===== config.mk =====
export PLATFORM = sky130hd
export DESIGN_NAME = uart_alu_sequencer_flat
export DESIGN_NICKNAME = d
export VERILOG_FILES = /design/src/rtl/uart_alu_pkg.sv /design/src/rtl/uart_alu_sequencer_if.sv /design/src/rtl/frame_timeout_counter.sv /design/src/rtl/uart_alu_sequencer.sv /design/src/flat_wrapper.sv
export SDC_FILE = /design/constraint.sdc
export NUM_CORES = 1
export LEC_CHECK = 0
export BUFFER_PORTS_ARGS = -buffer_cell sky130_fd_sc_hd__buf_4
export CELL_PAD_IN_SITES_DETAIL_PLACEMENT = 1
export CELL_PAD_IN_SITES_GLOBAL_PLACEMENT = 1
export CORE_MARGIN = 4
export CORE_UTILIZATION = 28
export CTS_CLUSTER_DIAMETER = 60
export CTS_CLUSTER_SIZE = 40
export DETAILED_ROUTE_END_ITERATION = 10
export HOLD_SLACK_MARGIN = 0.02
export PLACE_DENSITY = 0.57
export SYNTH_ARGS = -nofsm -noshare
export SYNTH_HDL_FRONTEND = slang
export SYNTH_SLANG_ARGS = --single-unit

===== constraint.sdc =====
create_clock -name clk -period 2.1 [get_ports clk]
set_input_delay 0.315 -clock clk [delete_from_list [all_inputs] [get_ports clk]]
set_output_delay 0.315 -clock clk [all_outputs]
set_load 0.05 [all_outputs]

===== src/rtl/uart_alu_pkg.sv =====
// Shared definitions for the UART/ALU frame sequencer.
// Holds the FSM state type, the default frame header bytes, the response status
// codes and a saturating increment used by the error counter.
package uart_alu_pkg;

   localparam logic [7:0] HDR_CMD_DEF = 8'hA5;   // command frame header
   localparam logic [7:0] HDR_RSP_DEF = 8'h5A;   // response frame header

   localparam logic [7:0] ST_OK      = 8'h00;
   localparam logic [7:0] ST_BADCHK  = 8'h01;

   typedef enum logic [3:0] {
      S_IDLE      = 4'd0,
      S_GET_OP    = 4'd1,
      S_GET_A     = 4'd2,
      S_GET_B     = 4'd3,
      S_GET_CHK   = 4'd4,
      S_EXEC      = 4'd5,
      S_SEND_HDR  = 4'd6,
      S_SEND_STAT = 4'd7,
      S_SEND_RES  = 4'd8
   } state_t;

   function automatic logic [7:0] sat_inc8(input logic [7:0] v);
      return (v == 8'hFF) ? v : v + 8'd1;
   endfunction

endpackage


===== src/rtl/uart_alu_sequencer_if.sv =====
// FIFO-side bus of the sequencer: RX FIFO head/pop and TX FIFO push/full.
//   master : sequencer side (pops RX, pushes TX)
//   slave  : FIFO side
interface uart_alu_sequencer_if #(
   parameter int unsigned DBIT = 8
);
   logic [DBIT-1:0] r_data;     // RX head word, first-word-fall-through
   logic            rx_empty;
   logic            rd_uart;    // one-cycle RX pop
   logic            tx_full;
   logic [DBIT-1:0] w_data;     // TX push data
   logic            wr_uart;    // one-cycle TX push

   modport master (input r_data, rx_empty, tx_full, output rd_uart, w_data, wr_uart);
   modport slave  (output r_data, rx_empty, tx_full, input rd_uart, w_data, wr_uart);
endinterface


===== src/rtl/frame_timeout_counter.sv =====
// Inter-byte timeout counter.
//   clk, reset  : clock, synchronous active-low reset
//   clr         : restart the count (a byte was popped)
//   en          : count this cycle (waiting for a byte)
//   expire      : one-cycle pulse on the TIMEOUT_CYC-th consecutive enabled cycle
module frame_timeout_counter
   import uart_alu_pkg::*;
#(
   parameter int unsigned TIMEOUT_CYC = 1000000
) (
   input  logic clk,
   input  logic reset,
   input  logic clr,
   input  logic en,
   output logic expire
);
   localparam int unsigned CW = (TIMEOUT_CYC > 1) ? $clog2(TIMEOUT_CYC) : 1;

   logic [CW-1:0] cnt;

   // cnt holds the number of enabled cycles already elapsed, so the pulse
   // lands on the cycle that completes TIMEOUT_CYC of them.
   assign expire = en && !clr && (cnt == CW'(TIMEOUT_CYC - 1));

   always_ff @(posedge clk) begin
      if (!reset)
         cnt <= '0;
      else if (clr || expire)
         cnt <= '0;
      else if (en)
         cnt <= cnt + CW'(1);
   end
endmodule


===== src/rtl/uart_alu_sequencer.sv =====
// Frame-level controller between the UART FIFOs and an ALU.
// Pops a 5-byte command frame (HDR_CMD op A B chk), verifies the XOR checksum,
// drives the ALU and pushes a 3-byte response (HDR_RSP status result).
//   clk, reset  : clock, synchronous active-low reset
//   fifo        : RX/TX FIFO bus (master side)
//   alu_a/b/op  : ALU operands and opcode, held after a frame ends
//   alu_result  : combinational ALU result
//   busy        : high whenever not idle
//   err_cnt     : saturating count of checksum errors and inter-byte timeouts
module uart_alu_sequencer
   import uart_alu_pkg::*;
#(
   parameter int unsigned     DBIT        = 8,
   parameter int unsigned     N           = 7,
   parameter logic [DBIT-1:0] HDR_CMD     = HDR_CMD_DEF,
   parameter logic [DBIT-1:0] HDR_RSP     = HDR_RSP_DEF,
   parameter int unsigned     TIMEOUT_CYC = 1000000
) (
   input  logic                 clk,
   input  logic                 reset,
   uart_alu_sequencer_if.master fifo,
   output logic [N:0]           alu_a,
   output logic [N:0]           alu_b,
   output logic [DBIT-1:0]      alu_op,
   input  logic [N:0]           alu_result,
   output logic                 busy,
   output logic [7:0]           err_cnt
);
   state_t          state, state_nxt;
   logic [N:0]      a_q;
   logic [N:0]      res_q;
   logic [DBIT-1:0] chk_q;
   logic [DBIT-1:0] status_q;
   logic            pop, push, tmo_en, expire;

   frame_timeout_counter #(.TIMEOUT_CYC(TIMEOUT_CYC)) u_tmo (
      .clk    (clk),
      .reset  (reset),
      .clr    (pop),
      .en     (tmo_en),
      .expire (expire)
   );

   assign busy = (state != S_IDLE);

   always_comb begin
      state_nxt    = state;
      pop          = 1'b0;
      push         = 1'b0;
      tmo_en       = 1'b0;
      fifo.w_data  = '0;
      case (state)
         S_IDLE: begin
            if (!fifo.rx_empty) begin
               pop = 1'b1;
               if (fifo.r_data == HDR_CMD)
                  state_nxt = S_GET_OP;
            end
         end
         S_GET_OP, S_GET_A, S_GET_B, S_GET_CHK: begin
            tmo_en = fifo.rx_empty;
            if (!fifo.rx_empty) begin
               pop = 1'b1;
               case (state)
                  S_GET_OP: state_nxt = S_GET_A;
                  S_GET_A:  state_nxt = S_GET_B;
                  S_GET_B:  state_nxt = S_GET_CHK;
                  default:  state_nxt = (fifo.r_data == chk_q) ? S_EXEC : S_SEND_HDR;
               endcase
            end else if (expire) begin
               state_nxt = S_IDLE;
            end
         end
         S_EXEC: state_nxt = S_SEND_HDR;
         S_SEND_HDR: begin
            fifo.w_data = HDR_RSP;
            if (!fifo.tx_full) begin
               push      = 1'b1;
               state_nxt = S_SEND_STAT;
            end
         end
         S_SEND_STAT: begin
            fifo.w_data = status_q;
            if (!fifo.tx_full) begin
               push      = 1'b1;
               state_nxt = S_SEND_RES;
            end
         end
         S_SEND_RES: begin
            fifo.w_data = DBIT'(res_q);
            if (!fifo.tx_full) begin
               push      = 1'b1;
               state_nxt = S_IDLE;
            end
         end
         default: state_nxt = S_IDLE;
      endcase
      // Strobes are suppressed while reset is held so no byte is lost or sent.
      fifo.rd_uart = pop & reset;
      fifo.wr_uart = push & reset;
   end

   always_ff @(posedge clk) begin
      if (!reset) begin
         state    <= S_IDLE;
         a_q      <= '0;
         res_q    <= '0;
         chk_q    <= '0;
         status_q <= '0;
         alu_a    <= '0;
         alu_b    <= '0;
         alu_op   <= '0;
         err_cnt  <= '0;
      end else begin
         state <= state_nxt;
         if (pop) begin
            case (state)
               S_IDLE: chk_q <= fifo.r_data;
               S_GET_OP: begin
                  alu_op <= fifo.r_data;
                  chk_q  <= chk_q ^ fifo.r_data;
               end
               S_GET_A: begin
                  a_q   <= fifo.r_data[N:0];
                  chk_q <= chk_q ^ fifo.r_data;
               end
               S_GET_B: begin
                  // Both operands change together so the ALU never sees a mixed pair.
                  alu_a <= a_q;
                  alu_b <= fifo.r_data[N:0];
                  chk_q <= chk_q ^ fifo.r_data;
               end
               S_GET_CHK: begin
                  if (fifo.r_data != chk_q) begin
                     status_q <= DBIT'(ST_BADCHK);
                     res_q    <= '0;
                     err_cnt  <= sat_inc8(err_cnt);
                  end
               end
               default: ;
            endcase
         end
         if (state == S_EXEC) begin
            res_q    <= alu_result;
            status_q <= DBIT'(ST_OK);
         end
         if (expire)
            err_cnt <= sat_inc8(err_cnt);
      end
   end
endmodule


===== src/flat_wrapper.sv =====
// flat-port wrapper written by rule: the top's interface ports become plain ports
module uart_alu_sequencer_flat import uart_alu_pkg::*;
#(
   parameter int unsigned     DBIT        = 8,
   parameter int unsigned     N           = 7,
   parameter logic [DBIT-1:0] HDR_CMD     = HDR_CMD_DEF,
   parameter logic [DBIT-1:0] HDR_RSP     = HDR_RSP_DEF,
   parameter int unsigned     TIMEOUT_CYC = 1000000
)
  (clk, reset, alu_a, alu_b, alu_op, alu_result, busy, err_cnt, fifo_r_data, fifo_rx_empty, fifo_tx_full, fifo_rd_uart, fifo_w_data, fifo_wr_uart);
  uart_alu_sequencer_if #(.DBIT(DBIT)) fifo_i ();
  input  logic clk;
  input  logic reset;
  output logic [N:0] alu_a;
  output logic [N:0] alu_b;
  output logic [DBIT-1:0] alu_op;
  input  logic [N:0] alu_result;
  output logic busy;
  output logic [7:0] err_cnt;
  input wire logic [$bits(fifo_i.r_data)-1:0] fifo_r_data;
  input wire logic [$bits(fifo_i.rx_empty)-1:0] fifo_rx_empty;
  input wire logic [$bits(fifo_i.tx_full)-1:0] fifo_tx_full;
  output wire logic [$bits(fifo_i.rd_uart)-1:0] fifo_rd_uart;
  output wire logic [$bits(fifo_i.w_data)-1:0] fifo_w_data;
  output wire logic [$bits(fifo_i.wr_uart)-1:0] fifo_wr_uart;
  assign fifo_i.r_data = fifo_r_data;
  assign fifo_i.rx_empty = fifo_rx_empty;
  assign fifo_i.tx_full = fifo_tx_full;
  assign fifo_rd_uart = fifo_i.rd_uart;
  assign fifo_w_data = fifo_i.w_data;
  assign fifo_wr_uart = fifo_i.wr_uart;
  uart_alu_sequencer #(.DBIT(DBIT), .N(N), .HDR_CMD(HDR_CMD), .HDR_RSP(HDR_RSP), .TIMEOUT_CYC(TIMEOUT_CYC)) u_core (.clk(clk), .reset(reset), .fifo(fifo_i), .alu_a(alu_a), .alu_b(alu_b), .alu_op(alu_op), .alu_result(alu_result), .busy(busy), .err_cnt(err_cnt));
endmodule

Word-level counts from Yosys, hierarchy flattened:

Index checks and enable logic that the tools add are counted.

* input port bits: 20
* output and inout bits: 43
* flip-flop bits (word level): 81

* bitwise gates (word level): 4
* reductions and logical operators: 27
* add/subtract/negate cells: 2
* eq/ne operators: 19
* muxes and demuxes: 26

Operators with widths (count)
* two-way mux 8 bit: 9
* two-way mux 4 bit: 7
* case mux 4 bit (6 select lines): 1
* case mux 8 bit (3 select lines): 1
* adder 20 x 1 -> 20 bit, second input constant: 1
* equality test 20 bit, second input constant: 1
* equality test 4 x 3 -> 1 bit, second input constant: 4
* equality test 8 bit, second input constant: 2
* case mux 8 bit (2 select lines): 1
* nonzero test 2 bit: 7
* case mux 4 bit (3 select lines): 1
* AND reduction 3 bit: 3
* adder 8 x 1 -> 8 bit, second input constant: 1
* equality test 4 x 2 -> 1 bit, second input constant: 2
* equality test 8 bit: 1
* != test 2 bit, second input constant: 4
* != test 8 bit: 1
* AND reduction 2 bit: 4
* bitwise XOR 8 bit: 1
* AND reduction 6 bit: 1
* OR reduction 3 bit: 2
* two-way mux 1 bit: 5
* OR reduction 5 bit: 1
* equality test 4 x 1 -> 1 bit, second input constant: 1
* 13 further kinds: 16

Logic depth before layout (Yosys ltp):

Gate-level depths: netlist (run 1).

* word-level depth: 9
* depth in mapped cells: 8

Modules after synthesis:

From an unflattened synthesis (run 1), not the netlist that was laid out.

* cell total of the unflattened synthesis: 465
* area, all modules: 3958.8 um^2

Modules (own cells, without submodules)
* uart_alu_sequencer: area an instance 2946.6 um^2, times used 1, cells each 357
* frame_timeout_counter: area an instance 1012.2 um^2, times used 1, cells each 108

Worst setup path before layout (run 1):

No wires, ideal clock.

* kind: reg-to-output
* from: register u_core.state[0]
* to: output port fifo_wr_uart
* cell stages (with the launch flop): 5
* data required time: 1.785 ns
* arrival: 2.140 ns
* slack: -0.355 ns
* cells stage by stage: dfxtp_1 -> buf_6 -> nor4b_1 -> nor2_1 -> nor3_1

* longest elaborated chain between the ends: 4
* elaborated cells on any way between the ends: 6

Ends and longest elaborated chain
* from (decl): RTL line uart_alu_sequencer.sv:29 `state_t state, state_nxt;`
* from (signal assigned): RTL line uart_alu_sequencer.sv:115 `state <= state_nxt;`
* equality test 4 x 3 -> 1 bit / equality test 4 bit (equally long branches): RTL line uart_alu_sequencer.sv:52 `case (state)`
* OR reduction 3 bit (no source line) (*)
* two-way mux 1 bit (*)
* bitwise AND 1 bit (*): RTL line uart_alu_sequencer.sv:100 `fifo.wr_uart = push & reset;`
* to (decl): RTL line flat_wrapper.sv:25 `output wire logic [$bits(fifo_i.wr_uart)-1:0] fifo_wr_uart;`

Mark *: on every way between the ends. The rest lies on a longest branch, timed or not.

Worst setup path in the final report (run 1):

* from: register u_core.state[0]
* to: output port busy

* longest elaborated chain between the ends: 1

Ends and longest elaborated chain
* nonzero test 4 bit: RTL line uart_alu_sequencer.sv:44 `assign busy = (state != S_IDLE);`
* to (decl): RTL line flat_wrapper.sv:18 `output logic busy;`

Every way passes these cells.

==> flow_summary.toml, run 1 <==
[outcome]
status = "completed"

[route]
detail-route-antenna-nets = 0
wl_per_cell_um = 15.35
m1WireLength_um = 5246
met2_length_um = 5481
vias = 3567
dr.pass1.iters = 4
avgViaCountPerCell = 4.886
drtIter0Drc = 169
drc = 0
wl_met3_um = 355
top_layer_used = "met4"
wirelength_um = 11200

[sta]
finalSetupViolations = 0
period_needed_ns = 2.001
tightestPinTransition_ns = 0.4986
slew_viol_final = 0
report.final.hold_viol_count = 0
max_freq_mhz = 499.8
slew_headroom = 0.6676
skew_ns = 0.004193
final.period_utilization = 0.9529

[cts]
cts.clk_slew.worst_paths_ns = 0.06
cts_buffers = 9
cts_setup_buffers = 0
clock-sinks = 81
cts_tree = "done"
cts.hold.buffers_added = 0
cts_root_buffer = "clkbuf_16"
htree_levels = 3
cts_buffer_depth = 2
clk_latency_ns = 0.34

[critical_path]
startpoint_type = "register"
critPathKind = "reg2out"
crit_top_cell = "buf_4"
path_buf_inv = 2
crit_required_ns = 1.78
r2r_cells = 6
crit_family = "simple AND/OR/NAND/NOR gates"
slowest_delay_ns = 0.55
crit_chain = "buf_4 -> or4_4 -> buf_4"
critical_path.endpoint_type = "output pin"
r2r_setup_slack_ns = 0.15
r2r-start = "u_core.state[0]"
worstPathMaxFanout = 10
critical_path_arrival_ns = 1.69
reg2reg_to = "u_core.state[1]"
critPathSlowestCell = "or4_4"

[synth]
yosys-top-cells-area = "dfxtp_1 (42%), nand2_1 (8.0%), a21oi_1 (5.8%)"
yosys.area.top_type_share = 0.4166
netlist_instances = 481
yosysWarnings = 0
synth_area_leader_cell = "dfxtp_1"
async_reset_ff_frac = 0
synth_edf_count = 0
syn_nets = 503
ys_types = 57
synth.cell_area_um2 = 3892
ys_seq_area_frac = 0.4166
syn_avg_cell_area_um2 = 8.092
synth_ff_type = "dfxtp_1"
ys_seq_elements = 81

[floorplan]
rows = 42
die_h_um = 125.9
core-area_um2 = 13450
die_w_um = 125.9
die_area_um2 = 15850
io_pins = 63
initial_core_util = 0.2893

[layout]
fin_nets = 571
post-route-util = 0.3689
fillers = 1640
drive_gt1_frac = 0.2292
fin_cells = 730
regArea_um2 = 1622
syn2layout_area_growth_pct = 27.48
multi_input_area_um2 = 2175
diodes = 0

[placed_design]
port_buffers = 62
routabilityCongestion = 0.7450
dp_cells = 714
dp_hpwl_um = 8055

[run]
cap_violations = 0

[min_path]
hold_depth = 3
whs_endpoint = "u_core.res_q[4]"
worstHoldStart = "alu_result[4]"
hp-class = "in2reg"

[grt]
first_global_vias = 3640
grt_pass1_wl_um = 18570
grt_max_degree = 33
antenna_found_initial = 0
track_usage = 0.1435
grt-ovfl-total = 0

[power_and_ir_drop]
power_uw = 4022
power_density_nw_per_um2 = 810.6
vdd_drop_max_v = 0.0005075
leakage_uw = 0.001801
[cell usage in the layout, fill, tap and decap left out, types with 3 or more instances in the layout]
master,n
and2_1,4
nor3_1,11
mux2i_1,17
buf_4,82
dfxtp_1,81
xnor2_1,25
nor4_1,6
nand4_1,7
or3_1,3
clkbuf_16,9
nand2_1,83
a22oi_1,8
nand2b_1,7
o21a_1,3
and4_1,3
nor3_2,4
nand3b_1,3
clkinv_2,3
nor2_1,44
o21ai_0,18
nand3_1,28
nor2b_1,3
a21oi_1,41
inv_1,7
a21oi_2,4
[worst max path at each step]
stage                   startpoint              endpoint  slack, ns  cells past startpoint
6_report           u_core.state[0]                  busy        0.1                      3
5_1_grt            u_core.state[2]          fifo_wr_uart     -0.006                      6
4_1_cts            u_core.state[0]       u_core.state[1]       0.03                      6
3_5_place_dp   u_core.u_tmo.cnt[6]  u_core.u_tmo.cnt[18]       0.05                      5
3_3_place_gp       u_core.state[0]       u_core.state[1]       0.07                      6
2_1_floorplan      u_core.state[3]          fifo_rd_uart       0.05                      5
[registers in the layout, summed over array words and instances (netlist names)]
name              flops
u_core.a_q            8
u_core.alu_a          8
u_core.alu_b          8
u_core.alu_op         8
u_core.chk_q          8
u_core.err_cnt        8
u_core.res_q          8
u_core.state          4
u_core.status_q       1
u_core.u_tmo.cnt     20
[layout make-up]
| type | count | area share |
|---|---|---|
| clock buffer | 11 | 0.04892 |
| clock inverter | 5 | 0.006304 |
| inverter | 9 | 0.006808 |
| multi-input combinational | 364 | 0.4382 |
| sequential | 81 | 0.3268 |
| tap | 176 | 0.04438 |
| timing repair buffer | 84 | 0.1286 |
[repair_timing]
item	in CTS	in global routing
setup endpoints to repair	4	26
resized for setup	4	7
cloned	0	0
[synth_stat cells, types with 2 or more instances]
| cell type | n |
|---|---|
| and3_1 | 2 |
| and4_1 | 3 |
| nor3_2 | 2 |
| or3_1 | 4 |
| dfxtp_1 | 81 |
| and3b_1 | 2 |
| buf_6 | 2 |
| mux2i_1 | 17 |
| nand4_1 | 7 |
| inv_1 | 8 |
| o21ai_0 | 18 |
| nand2b_1 | 7 |
| a21oi_1 | 45 |
| nor2b_1 | 3 |
| o21a_1 | 3 |
| o211ai_1 | 2 |
| xnor2_1 | 25 |
| nand2_1 | 83 |
| nor4_1 | 6 |
| buf_2 | 6 |
| and2_1 | 5 |
| nor4b_1 | 3 |
| ha_1 | 2 |
| nand3b_1 | 3 |
| nor2_1 | 45 |
| xor2_1 | 2 |
| nand3_1 | 28 |
| nor3_1 | 13 |
| clkbuf_1 | 19 |
| a22oi_1 | 8 |
[logic make-up (layout without fill, tap and decap cells)]
family | Yosys count | count (layout) | synth area share
buf+inv | 36 | 109 | 0.04050
simple gates | 226 | 226 | 0.2832
compound gates | 92 | 92 | 0.1488
mux | 17 | 17 | 0.04372
fa+ha+maj | 2 | 2 | 0.006428
flops | 81 | 81 | 0.4166
xor+xnor | 27 | 27 | 0.06075
[per-stage QoR]
| stage | area [um^2] | hold slack [ns] | setup TNS [ns] | setup slack [ns] |
|---|---|---|---|---|
| 2_1_floorplan | 3913 | 0.4322 | 0 | 0.04650 |
| 3_3_place_gp | 4639 | 0.4437 | 0 | 0.07415 |
| 3_5_place_dp | 4639 | 0.4485 | 0 | 0.05115 |
| 4_1_cts | 4930 | 0.2100 | 0 | 0.03207 |
| 5_1_grt | 4962 | 0.2206 | -0.006290 | -0.006290 |
| 6_report | 4962 | 0.2233 | 0 | 0.09901 |
[report_power, final]
part	leakage [uW]	total [uW]	switching, uW	internal [uW]
Sequential	0.000654	1670	67.1	1600
Clock	0.000135	1460	633	829
Combinational	0.00101	889	566	323
[metal layers]
metal  GRT usage  vias up
met2      0.2391       41
met3     0.04403        7
met1      0.1815     1725
li1            -     1794
met5           0        -
met4     0.03596        0
[tightest hold or removal path, stage by stage]
cell and delay (ns):
buf_4 0.11, nand2_1 0.05, a21oi_1 0.05
No activity file was read; power rests on OpenSTA's default activity.
==> run 2, diff against run 1 <==
--- a/config.mk
+++ b/config.mk
@@ -10,9 +10,11 @@
 export CELL_PAD_IN_SITES_GLOBAL_PLACEMENT = 1
 export CORE_MARGIN = 4
 export CORE_UTILIZATION = 28
+export CTS_BUF_LIST = sky130_fd_sc_hd__clkbuf_4 sky130_fd_sc_hd__clkbuf_8 sky130_fd_sc_hd__clkbuf_16
 export CTS_CLUSTER_DIAMETER = 60
 export CTS_CLUSTER_SIZE = 40
 export DETAILED_ROUTE_END_ITERATION = 10
+export GPL_ROUTABILITY_DRIVEN = 1
 export HOLD_SLACK_MARGIN = 0.02
 export PLACE_DENSITY = 0.57
 export SYNTH_ARGS = -nofsm -noshare
==> run 2 against run 1 <==
- final cell count did not move
- routed wire length barely moved
- maximum frequency barely moved
- clock skew barely moved
- first-iteration DRC count fell by 3.0%
- die area did not move
- largest cell class unchanged
- largest power group unchanged
==> flow_summary.toml, run 2 (synthesis results as in run 1) <==
[outcome]
status = "completed"

[layout]
largest_register_ffs = 20
final_cell_mix = "nand2_1 (83), buf_4 (82), dfxtp_1 (81)"
fin_nets = 571
regMostFlops = "u_core.u_tmo.cnt"
drive_gt1_frac = 0.2310
final_common_cell = "nand2_1"
regArea_um2 = 1622
multi_input_area_um2 = 2175
syn2layout_area_growth_pct = 27.58
fin_area_um2 = 4966
post-route-util = 0.3691
diodes = 0
fillers = 1641

[placed_design]
dp_hpwl_um = 8055
routabilityCongestion = 0.7450
postPlaceCellArea_um2 = 4639
port_buffers = 62

[power_and_ir_drop]
vdd_drop_max_v = 0.0005076
power_density_nw_per_um2 = 812.7
leakage_uw = 0.001804

[floorplan]
die_w_um = 125.9
rows = 42
io_pins = 63
die_h_um = 125.9
die_area_um2 = 15850
initial_core_util = 0.2893
core-area_um2 = 13450

[critical_path]
critPathKind = "reg2out"
critical_path_arrival_ns = 1.69
startpoint_type = "register"
worstPathMaxFanout = 10
critical_path.endpoint_type = "output pin"
crit_required_ns = 1.78

[cts]
cts_setup_buffers = 0
cts_buffer_depth = 2
htree_levels = 3
clock-sinks = 81
cts_buffers = 9
clk_latency_ns = 0.34
cts.hold.buffers_added = 0
cts.clk_slew.worst_paths_ns = 0.06
cts_root_buffer = "clkbuf_16"
cts_tree = "done"

[sta]
period_needed_ns = 2.001
final.period_utilization = 0.9530
skew_ns = 0.004192
slew_viol_final = 0
max_freq_mhz = 499.7
slew_headroom = 0.6675
finalSetupViolations = 0
report.final.hold_viol_count = 0
tightestPinTransition_ns = 0.4987

[route]
wl_per_cell_um = 15.35
drtIter0Drc = 164
detail-route-antenna-nets = 0
wirelength_um = 11210
avgViaCountPerCell = 4.886
dr.pass1.iters = 4
drc = 0
vias = 3567

[grt]
track_usage = 0.1435
grt-ovfl-total = 0
grt_pass1_wl_um = 18570
grt_max_degree = 33
first_global_vias = 3639
antenna_found_initial = 0

[run]
cap_violations = 0

[min_path]
hp-class = "in2reg"
==> run 2: cell counts in the layout (fill, tap and decap cells not counted) <==
No cell type changed its count.
==> run 2: path summary, 6_finish.rpt <==
check / from / end / slack [ns] / depth (start not counted)
min: alu_result[4] / u_core.res_q[4] / 0.22 / 3
max reg2reg: u_core.state[0] / u_core.state[1] / 0.15 / 6
min reg2reg: u_core.alu_a[4] / u_core.alu_a[4] / 0.45 / 2
max: u_core.state[0] / busy / 0.1 / 3
==> run 2: what timing repair did <==
| item | in CTS | in global routing |
|---|---|---|
| gates resized for setup | 4 | 7 |
| hold endpoints to repair | 0 | 0 |
| setup endpoints to repair | 4 | 26 |
==> run 2: layout make-up <==
| cell class | count | share of cell area |
|---|---|---|
| multi-input combinational | 364 | 0.4379 |
| sequential | 81 | 0.3265 |
| timing repair buffer | 84 | 0.1285 |
| clock buffer | 11 | 0.04963 |
| tap | 176 | 0.04434 |
| inverter | 9 | 0.006803 |
| clock inverter | 5 | 0.006299 |
==> run 2: power breakdown <==
group | total [uW] | leakage, uW | switching (uW) | internal, uW
Clock | 1470 | 0.000139 | 633 | 842
Combinational | 889 | 0.00101 | 566 | 323
Sequential | 1670 | 0.000654 | 67.1 | 1600
==> run 2: through the flow <==
step	cells	setup WS (ns)	hold slack (ns)	total power (uW)	TNS, ns
finish	730	0.09878	0.2230	4036	0
global route	730	-0.006290	0.2206	4250	-0.006290
CTS	730	0.03207	0.2100	4075	0
detailed placement	714	0.05115	0.4485	2578	0
global placement	714	0.07415	0.4437	2560	0
floorplan	481	0.04650	0.4322	2291	0
==> run 2: routing by layer <==
| layer | GRT usage | vias to the layer above | part of all wire |
|---|---|---|---|
| li1 | - | 1793 | - |
| met1 | 0.1815 | 1726 | 0.47 |
| met2 | 0.2391 | 41 | 0.49 |
| met3 | 0.04403 | 7 | 0.031 |
| met4 | 0.03596 | 0 | 0.011 |
| met5 | 0 | - | 0 |
==> run 2: worst max-delay path: stages, from the launching register on <==
cell and delay, ns:
dfxtp_1 0.37, buf_4 0.21, or4_4 0.55, buf_4 0.21
==> run 3, diff against run 2 <==
--- a/config.mk
+++ b/config.mk
@@ -17,6 +17,7 @@
 export GPL_ROUTABILITY_DRIVEN = 1
 export HOLD_SLACK_MARGIN = 0.02
 export PLACE_DENSITY = 0.57
+export REMOVE_ABC_BUFFERS = 1
 export SYNTH_ARGS = -nofsm -noshare
 export SYNTH_HDL_FRONTEND = slang
 export SYNTH_SLANG_ARGS = --single-unit
==> run 3 against run 2 <==
- count of clock-buffer cells in the layout up 3
- highest routed layer unchanged
- critical path type unchanged
- routed wire length shrank 0.58%
- flip-flop and latch count stayed put
==> flow_summary.toml, run 3 (synthesis results as in run 1) <==
[critical_path]
reg2reg_to = "u_core.state[0]"
worstPathMaxFanout = 11
crit_family = "simple AND/OR/NAND/NOR gates"
r2r-start = "u_core.state[3]"
slowest_delay_ns = 0.57
crit_chain = "buf_4 -> or4_4 -> buf_4"
critical_path_arrival_ns = 1.67
crit_required_ns = 1.78
critPathKind = "reg2out"
r2r_setup_slack_ns = 0.14
path_buf_inv = 2
critical_path.endpoint_type = "output pin"
critPathSlowestCell = "or4_4"
startpoint_type = "register"
crit_top_cell = "buf_4"
r2r_cells = 6

[layout]
fin_area_um2 = 4971
regMostFlops = "u_core.u_tmo.cnt"
fin_nets = 568
final_common_cell = "nand2_1"
largest_register_ffs = 20
syn2layout_area_growth_pct = 27.71
final_cell_mix = "nand2_1 (83), buf_4 (79), dfxtp_1 (78)"
multi_input_area_um2 = 2178
diodes = 0
fin_cells = 727
regArea_um2 = 1625
fillers = 1646
drive_gt1_frac = 0.2232

[placed_design]
dp_hpwl_um = 7786
routabilityCongestion = 0.7655
port_buffers = 62
pre_cts_ws_ns = -0.05005
dp_cells = 711
postPlaceCellArea_um2 = 4597

[route]
detail-route-antenna-nets = 0
wl_per_cell_um = 15.32
vias = 3592
drtIter0Drc = 155
drc = 0
wirelength_um = 11140
avgViaCountPerCell = 4.941
dr.pass1.iters = 4

[grt]
grt_max_degree = 27
track_usage = 0.1439
first_global_vias = 3644
grt-ovfl-total = 0
grt_pass1_wl_um = 18800
antenna_found_initial = 0

[min_path]
worstHoldStart = "alu_result[3]"
whs_endpoint = "u_core.res_q[3]"
hold_depth = 3
hp-class = "in2reg"

[cts]
cts.clk_slew.worst_paths_ns = 0.06
cts_buffers = 9
cts_tree = "done"
clock-sinks = 81
clk_latency_ns = 0.34
htree_levels = 3
cts_root_buffer = "clkbuf_16"
cts_buffer_depth = 2

[floorplan]
die_w_um = 125.9
initial_core_util = 0.2893
core-area_um2 = 13450
die_h_um = 125.9
io_pins = 63
rows = 42
die_area_um2 = 15850

[power_and_ir_drop]
pwr-share-clk = 0.376
power.internal_uw = 2875
leakage_uw = 0.001798
power_density_nw_per_um2 = 834.4
p_seq_frac = 0.406
p_switching_uw = 1273
p_sw_frac = 0.3069
vdd_drop_max_v = 0.0003196
p_comb_frac = 0.218

[run]
cap_violations = 0

[sta]
report.final.hold_viol_count = 0
rsz0062_at_grt = "no"
period_needed_ns = 1.987
final.period_utilization = 0.9460
tightestPinTransition_ns = 0.4679
skew_ns = 0.005556
finalSetupTns_ns = 0
slew_headroom = 0.6872
finalSetupViolations = 0
slew_viol_final = 0
worst_slack_ns = 0.1135
whs_ns = 0.2226
max_freq_mhz = 503.4

[outcome]
status = "completed"
-- run 3: repair_timing --
item,CTS,global route
endpoints found under the setup margin,12,30
resized for setup,9,8
hold buffers,0,0
setup buffers,0,0
-- run 3: worst max-delay path by stage --
stage,startpoint,end,cells past startpoint
after global placement,u_core.state[3],u_core.state[0],6
after global routing,u_core.state[3],fifo_rd_uart,6
after CTS,u_core.state[0],fifo_rd_uart,6
after detailed placement,u_core.state[3],u_core.state[0],6
after floorplan,u_core.state[0],fifo_wr_uart,3
final,u_core.state[3],busy,3
-- run 3: stage by stage --
stage | total power (uW) | utilization
after floorplan | 2244 | -
after global placement | 2555 | 0.3417
after detailed placement | 2577 | 0.3417
after CTS | 4181 | 0.3666
after global routing | 4369 | 0.3695
final | 4148 | 0.3695
-- run 3: cell type report --
cell class | instances | area share
clock buffer | 14 | 0.05789
sequential | 81 | 0.3270
tap | 176 | 0.04430
inverter | 9 | 0.006796
multi-input combinational | 364 | 0.4382
timing repair buffer | 81 | 0.1238
clock inverter | 2 | 0.002014
-- run 3: worst register-to-register path, stage by stage, from the launching register on --
cell	delay (ns)
dfxtp_2	0.38
buf_4	0.17
or4_4	0.57
a31oi_4	0.21
or2_2	0.19
a21oi_1	0.08
o311ai_2	0.26
-- run 3: per-layer routing --
| metal | up-vias | track usage | routed length, um |
|---|---|---|---|
| li1 | 1796 | - | - |
| met1 | 1745 | 0.1882 | 5245 |
| met2 | 41 | 0.2366 | 5458 |
| met3 | 10 | 0.02583 | 256 |
| met4 | 0 | 0.05489 | 180 |
| met5 | - | 0 | 0 |
-- run 3: power groups by stage --
stage | clock network, uW | registers, uW | logic [uW]
after global placement | 0 | 1700 | 858
after CTS | 1620 | 1680 | 887
after detailed placement | 0 | 1700 | 874
after global routing | 1680 | 1690 | 999
after floorplan | 0 | 1790 | 458
final | 1560 | 1680 | 905
